===== config.mk =====
export PLATFORM = sky130hd
export DESIGN_NAME = logic_monostable_multi
export DESIGN_NICKNAME = d
export VERILOG_FILES = /design/src/rtl/logic_monostable_pkg.sv /design/src/rtl/logic_monostable_ch.sv /design/src/rtl/logic_monostable_multi.sv
export SDC_FILE = /design/constraint.sdc
export NUM_CORES = 1
export LEC_CHECK = 0
export ABC_AREA = 1
export CORE_ASPECT_RATIO = 0.6
export CORE_MARGIN = 4
export CORE_UTILIZATION = 38
export CTS_CLUSTER_DIAMETER = 100
export DETAILED_ROUTE_END_ITERATION = 8
export PLACE_DENSITY_LB_ADDON = 0.15
export SYNTH_ARGS = -nofsm -noshare
export SYNTH_HDL_FRONTEND = slang
export SYNTH_SLANG_ARGS = --single-unit

===== constraint.sdc =====
create_clock -name CLK -period 1.85 [get_ports CLK]
set_input_delay 0.2775 -clock CLK [delete_from_list [all_inputs] [get_ports CLK]]
set_output_delay 0.2775 -clock CLK [all_outputs]
set_load 0.02 [all_outputs]

===== src/rtl/logic_monostable_pkg.sv =====
// Shared definitions for the clocked multi-channel monostable.
// Holds the retrigger mode encoding, the packed per-channel input tuple with
// its idle value, and the trigger-condition function used by every channel.
package logic_monostable_pkg;

  typedef enum logic {
    MODE_NONRETRIG = 1'b0,
    MODE_RETRIG    = 1'b1
  } mode_e;

  // One channel's three control pins as sampled in the clock domain.
  typedef struct packed {
    logic na;
    logic b;
    logic nr;
  } pins_t;

  // Inactive pin levels: nA high, B low, nR high.
  localparam pins_t PINS_IDLE = '{na: 1'b1, b: 1'b0, nr: 1'b1};

  // Trigger from the current synchronised sample s and the previous sample p.
  // clr_trig enables the 123-style trigger on a rising nR edge.
  function automatic logic trig_cond(input pins_t s, input pins_t p, input logic clr_trig);
    logic fall_a;
    logic rise_b;
    logic rise_r;
    fall_a = p.na & ~s.na & s.b;
    rise_b = ~p.b & s.b & ~s.na;
    rise_r = clr_trig & ~p.nr & s.nr & ~s.na & s.b;
    return s.nr & (fall_a | rise_b | rise_r);
  endfunction

endpackage


===== src/rtl/logic_monostable_ch.sv =====
// One monostable channel: input synchroniser, edge detection, pulse counter.
// Ports:
//   CLK, nRESET      clock and asynchronous active-low reset
//   nA, B, nR        raw trigger / clear pins for this channel
//   PW [CW-1:0]      pulse width in clock cycles, captured on an accepted trigger
//   Q, nQ            pulse output and its complement
//   TRIG             one-cycle strobe, high in the cycle Q is (re)loaded
module logic_monostable_ch
  import logic_monostable_pkg::*;
#(
  parameter int unsigned CW          = 16,
  parameter int unsigned SYNC_STAGES = 2,
  parameter int unsigned RETRIG      = 0,
  parameter int unsigned CLR_TRIG    = 0
) (
  input  logic          CLK,
  input  logic          nRESET,
  input  logic          nA,
  input  logic          B,
  input  logic          nR,
  input  logic [CW-1:0] PW,
  output logic          Q,
  output logic          nQ,
  output logic          TRIG
);

  localparam mode_e      MODE = (RETRIG != 0) ? MODE_RETRIG : MODE_NONRETRIG;
  localparam logic [2:0] WARM = 3'(SYNC_STAGES + 1);

  pins_t         raw;
  pins_t         s;
  pins_t         p;
  logic [2:0]    warm_cnt;
  logic          armed;
  logic          trig_r;
  logic          clr_r;
  logic          accept;
  logic [CW-1:0] cnt;

  assign raw = '{na: nA, b: B, nr: nR};

  if (SYNC_STAGES == 0) begin : g_nosync
    assign s = raw;
  end else begin : g_sync
    pins_t sync_q [SYNC_STAGES];

    always_ff @(posedge CLK or negedge nRESET) begin
      if (!nRESET) begin
        for (int unsigned i = 0; i < SYNC_STAGES; i++) sync_q[i] <= PINS_IDLE;
      end else begin
        sync_q[0] <= raw;
        for (int unsigned i = 1; i < SYNC_STAGES; i++) sync_q[i] <= sync_q[i-1];
      end
    end

    assign s = sync_q[SYNC_STAGES-1];
  end

  // Edges are ignored until the previous-sample register holds a real
  // post-reset sample, so pins held active through reset release do not
  // look like fresh edges against the idle reset values.
  assign armed = (warm_cnt == WARM);

  // Trigger and clear are registered once before acting on the counter; this
  // sets the input-to-Q latency to SYNC_STAGES+1 edges for both.
  always_ff @(posedge CLK or negedge nRESET) begin
    if (!nRESET) begin
      warm_cnt <= '0;
      p        <= PINS_IDLE;
      trig_r   <= 1'b0;
      clr_r    <= 1'b0;
    end else begin
      if (!armed) warm_cnt <= warm_cnt + 3'd1;
      p      <= s;
      trig_r <= armed & trig_cond(s, p, (CLR_TRIG != 0));
      clr_r  <= ~s.nr;
    end
  end

  // A trigger landing on the final count (cnt == 1) reloads seamlessly.
  always_comb begin
    accept = 1'b0;
    if (trig_r && !clr_r && (PW != '0)) begin
      accept = (MODE == MODE_RETRIG) || (cnt <= CW'(1));
    end
  end

  always_ff @(posedge CLK or negedge nRESET) begin
    if (!nRESET) begin
      cnt  <= '0;
      TRIG <= 1'b0;
    end else begin
      TRIG <= accept;
      if (clr_r)            cnt <= '0;
      else if (accept)      cnt <= PW;
      else if (cnt != '0)   cnt <= cnt - CW'(1);
    end
  end

  assign Q  = (cnt != '0);
  assign nQ = ~Q;

endmodule


===== src/rtl/logic_monostable_multi.sv =====
// CH independent clocked one-shots with 74HC221/74HC123 trigger semantics.
// Ports:
//   CLK, nRESET        clock and asynchronous active-low reset
//   nA [CH-1:0]        falling-edge triggers (active low)
//   B  [CH-1:0]        rising-edge triggers
//   nR [CH-1:0]        active-low clears
//   PW [CH*CW-1:0]     per-channel pulse width, channel i at [i*CW +: CW]
//   Q, nQ [CH-1:0]     pulse outputs and complements
//   TRIG [CH-1:0]      one-cycle accepted-trigger strobes
module logic_monostable_multi
  import logic_monostable_pkg::*;
#(
  parameter int unsigned CH          = 2,
  parameter int unsigned CW          = 16,
  parameter int unsigned SYNC_STAGES = 2,
  parameter int unsigned RETRIG      = 0,
  parameter int unsigned CLR_TRIG    = 0
) (
  input  logic             CLK,
  input  logic             nRESET,
  input  logic [CH-1:0]    nA,
  input  logic [CH-1:0]    B,
  input  logic [CH-1:0]    nR,
  input  logic [CH*CW-1:0] PW,
  output logic [CH-1:0]    Q,
  output logic [CH-1:0]    nQ,
  output logic [CH-1:0]    TRIG
);

  for (genvar i = 0; i < CH; i++) begin : g_ch
    logic_monostable_ch #(
      .CW          (CW),
      .SYNC_STAGES (SYNC_STAGES),
      .RETRIG      (RETRIG),
      .CLR_TRIG    (CLR_TRIG)
    ) u_ch (
      .CLK    (CLK),
      .nRESET (nRESET),
      .nA     (nA[i]),
      .B      (B[i]),
      .nR     (nR[i]),
      .PW     (PW[i*CW +: CW]),
      .Q      (Q[i]),
      .nQ     (nQ[i]),
      .TRIG   (TRIG[i])
    );
  end

endmodule


==> insert_results.sql <==
INSERT INTO impl_metrics (metric_group, metric, value, unit) VALUES
('yosys', 'synth.top_cells.by_area', 'sky130_fd_sc_hd__dfrtp_1, sky130_fd_sc_hd__nand2_1, sky130_fd_sc_hd__nor2_1', ''),
('cells_and_area', 'finish.instance_area', '0.005011', 'mm²'),
('grt', 'grt_util_all_layers', '17.76', '%'),
('sta', 'final_period_minus_worst_setup_slack', '1.813', 'ns'),
('placement', 'place.detailed.instances', '650', ''),
('worst_setup_path', 'crit_chain', 'nor2_2, buf_4, buf_4, nand2_2, a21oi_4, nand3_4, a21oi_2, nand2_1, nand2_1', ''),
('placement', 'portBuffers', '45', ''),
('grt', 'antenna_found_initial', '0', ''),
('worst_setup_path', 'critPathSlowestCell', 'sky130_fd_sc_hd__dfrtp_1', ''),
('yosys', 'synth_adder_area_share', '3.547', '%'),
('worst_setup_path', 'required', '2.11', 'ns'),
('yosys', 'synth_area_per_cell', '7.944', 'µm²'),
('sta', 'tightestPinTransition', '0.4911', 'ns'),
('yosys', 'syn_inst', '444', ''),
('run_status', 'status', 'complete, no violations', ''),
('sta', 'finalMaxSlewViolations', '0', ''),
('sta', 'achievable-frequency', '551.5', 'MHz'),
('clock_network', 'clk_pin_slew_worst_paths', '0.06', 'ns'),
('floorplanning', 'core_area', '0.008783', 'mm²'),
('cells_and_area', 'nets', '610', ''),
('sta', 'tns', '0', 'ns'),
('grt', 'grt_overflow_total', '0', ''),
('worst_setup_path', 'end_kind', 'flop', ''),
('cells_and_area', 'fillCellCount', '816', ''),
('placement', 'post-dp-hpwl', '7077', 'µm'),
('clock_network', 'cts_made_buffers', '9', ''),
('yosys', 'synth_top_area_cell', 'sky130_fd_sc_hd__dfrtp_1', ''),
('worst_setup_path', 'timing.critical_path.max_delay_family', 'simple AND/OR/NAND/NOR gates', ''),
('worst_setup_path', 'cp_num_buf_inv', '2', ''),
('clock_network', 'cts_root_buffer', 'sky130_fd_sc_hd__clkbuf_16', ''),
('sta', 'fin_crit_sh', '98.01', '%'),
('route', 'postRouteWirelength', '9442', 'µm'),
('floorplanning', 'die_area', '0.01094', 'mm²'),
('floorplanning', 'fp-row-count', '26', ''),
('clock_network', 'cts_sinks', '60', ''),
('power_and_ir_drop', 'power.leakage', '2.396', 'nW'),
('clock_network', 'max-clock-path-buffers', '2', ''),
('route', 'vias', '3268', ''),
('worst_setup_path', 'worst_ep_arrival_time', '2.08', 'ns'),
('worst_setup_path', 'critical_path.startpoint_type', 'flop', ''),
('sta', 'clock_skew', '0.003958', 'ns'),
('yosys', 'synth_cell_type_count', '32', ''),
('grt', 'grt_first_pass_wirelength', '15100', 'µm'),
('placement', 'gp_routability_congestion', '0.8762', ''),
('floorplanning', 'die-width', '132.4', 'µm'),
('clock_network', 'insertion_delay', '0.32', 'ns'),
('route', 'vias_per_cell', '4.827', ''),
('yosys', 'mappedNetlistArea', '0.003527', 'mm²'),
('cells_and_area', 'layout-area-overhead-vs-synth', '42.07', '%'),
('floorplanning', 'io_pins', '46', ''),
('clock_network', 'tritoncts', 'yes', ''),
('yosys', 'combinational_family_with_the_most_area_after_synthesis', 'simple AND/OR/NAND/NOR gates', ''),
('yosys', 'post-synth-top-area-fraction', '35.47', '%'),
('cells_and_area', 'n_antenna_cell', '0', ''),
('route', 'wl_per_cell', '13.95', 'µm'),
('cells_and_area', 'final_layout_size_suffix_gt1_share', '30.97', '%'),
('yosys', 'synth-compound-area-share', '7.698', '%'),
('cells_and_area', 'utilization', '57.05', '%'),
('route', 'drt-initial-drc-count', '189', ''),
('power_and_ir_drop', 'max-vdd-ir-drop', '0.0007066', 'V'),
('yosys', 'portion_of_the_post_synthesis_area_used_by_sequential_elements', '42.92', '%'),
('floorplanning', 'die_h', '82.63', 'µm'),
('yosys', 'synth-xor-area-share', '3.973', '%'),
('placement', 'placed_cell_area', '0.004488', 'mm²'),
('sta', 'timing.max_slew.rel_slack', '67.26', '%'),
('yosys', 'ys_warn_count', '0', ''),
('sta', 'final_hold_vio_count', '0', ''),
('flow_run', 'maxCapViolCount', '0', ''),
('power_and_ir_drop', 'power-per-cell-area', '1683', 'mW/mm²'),
('worst_setup_path', 'type_of_the_setup_path_with_the_least_slack', 'flop to flop', ''),
('route', 'drtAntennaViolNets', '0', '');
## power by group
part / total (W) / switching, W / internal [W]
sequential: 0.00186 / 0.000231 / 0.00163
combinational: 0.00505 / 0.00287 / 0.00218
clock: 0.00152 / 0.000608 / 0.000916
## synth_stat cells, drive strengths merged
library cell / number
nand2: 131
ha: 10
a2111oi: 2
nand4: 4
xor2: 7
buf: 11
dfstp: 10
o21ai: 17
nand3: 21
a21oi: 21
nor4: 1
nand3b: 7
nor3: 2
dfrtp: 50
nor2: 91
a21boi: 2
inv: 46
mux2: 2
xnor2: 9
## final timing paths
path | from | slack, ns | cells past startpoint | endpoint
worst max-delay path | g_ch[0].u_ch.cnt[3]$_DFFE_PN0P_ | 0.04 | 9 | g_ch[0].u_ch.cnt[0]$_DFFE_PN0P_
worst min-delay path | g_ch[0].u_ch.g_sync.sync_q[4]$_DFF_PN0_ | 0.35 | 0 | g_ch[0].u_ch.g_sync.sync_q[1]$_DFF_PN0_
worst max register to register | g_ch[0].u_ch.cnt[3]$_DFFE_PN0P_ | 0.04 | 9 | g_ch[0].u_ch.cnt[0]$_DFFE_PN0P_
worst min register to register | g_ch[0].u_ch.g_sync.sync_q[4]$_DFF_PN0_ | 0.35 | 0 | g_ch[0].u_ch.g_sync.sync_q[1]$_DFF_PN0_
max in group asynchronous | nRESET | 0.81 | 3 | g_ch[1].u_ch.g_sync.sync_q[0]$_DFF_PN1_
min in group asynchronous | nRESET | 0.46 | 2 | g_ch[0].u_ch.g_sync.sync_q[4]$_DFF_PN0_
## cell usage in the layout, fill, tap and decap left out, types with 10 or more instances in the layout
master / n
sky130_fd_sc_hd__nor2_2: 14
sky130_fd_sc_hd__nor2_1: 65
sky130_fd_sc_hd__dfstp_2: 10
sky130_fd_sc_hd__inv_1: 40
sky130_fd_sc_hd__nand3_1: 15
sky130_fd_sc_hd__clkdlybuf4s50_1: 40
sky130_fd_sc_hd__nor2_4: 12
sky130_fd_sc_hd__o21ai_0: 10
sky130_fd_sc_hd__a21oi_2: 14
sky130_fd_sc_hd__nand2_1: 118
sky130_fd_sc_hd__buf_4: 64
sky130_fd_sc_hd__dfrtp_1: 49
## state kept, by name, summed over array words and instances, names as in the netlist
register and count:
g_ch.u_ch.trig_r 2, g_ch.u_ch.cnt 32, g_ch.u_ch.warm_cnt 6, g_ch.u_ch.g_sync.sync_q 12
g_ch.u_ch.clr_r 2, g_ch.u_ch.TRIG 2, g_ch.u_ch.p 4
## layer usage
metal | routed length (µm) | vias to the layer above | global-route usage [%]
met5 | 0 | - | 0
met4 | 72 | 0 | 6.017
met3 | 586 | 6 | 3.935
met2 | 3779 | 92 | 24.11
met1 | 5003 | 1536 | 27.33
li1 | - | 1634 | -
## metrics by stage
stage	setup slack, ns	hold slack [ns]	total power [W]
after floorplan	0.1724	-0.01809	0.004712
after global placement	-0.09163	0.2635	0.006199
after detailed placement	-0.1099	0.2687	0.006255
after CTS	0.03477	0.3456	0.007977
after global routing	-0.05546	0.3433	0.009152
final	0.03686	0.3488	0.008434
## cell type report
class	count	area (µm²)	share of cell area, %
tap	112	140.1	2.796
multi-input combinational	329	1904	38.00
clock inverter	6	50.05	0.9988
sequential	60	1515	30.24
inverter	46	175.2	3.496
clock buffer	10	229.0	4.569
timing repair buffer	114	997.2	19.90
## worst reg2reg max path: cells and delay by family, from the launching register on
| kind | cells | cell delay [ns] |
|---|---|---|
| flops | 1 | 0.39 |
| compound gates | 2 | 0.51 |
| simple gates | 5 | 0.62 |
| buf+inv | 2 | 0.24 |
## kinds of logic after synthesis
| logic type | count (synthesis) |
|---|---|
| XOR/XNOR | 16 |
| flip-flops | 60 |
| multiplexers | 2 |
| buffers and inverters | 57 |
| AND/OR/NAND/NOR | 257 |
| AO/OA/AOI/OAI | 42 |
| adder cells (fa/ha/maj) | 10 |
## repair_timing
| item | CTS | global route |
|---|---|---|
| gates cloned | 0 | 2 |
| endpoints found under the setup margin | 4 | 34 |
| hold buffers | 1 | 0 |
| buffers inserted | 4 | 4 |
| pin swaps | 10 | 18 |
| gates resized for setup | 26 | 38 |
| endpoints found under the hold margin | 12 | 0 |
No activity file was read; power rests on OpenSTA's default activity.
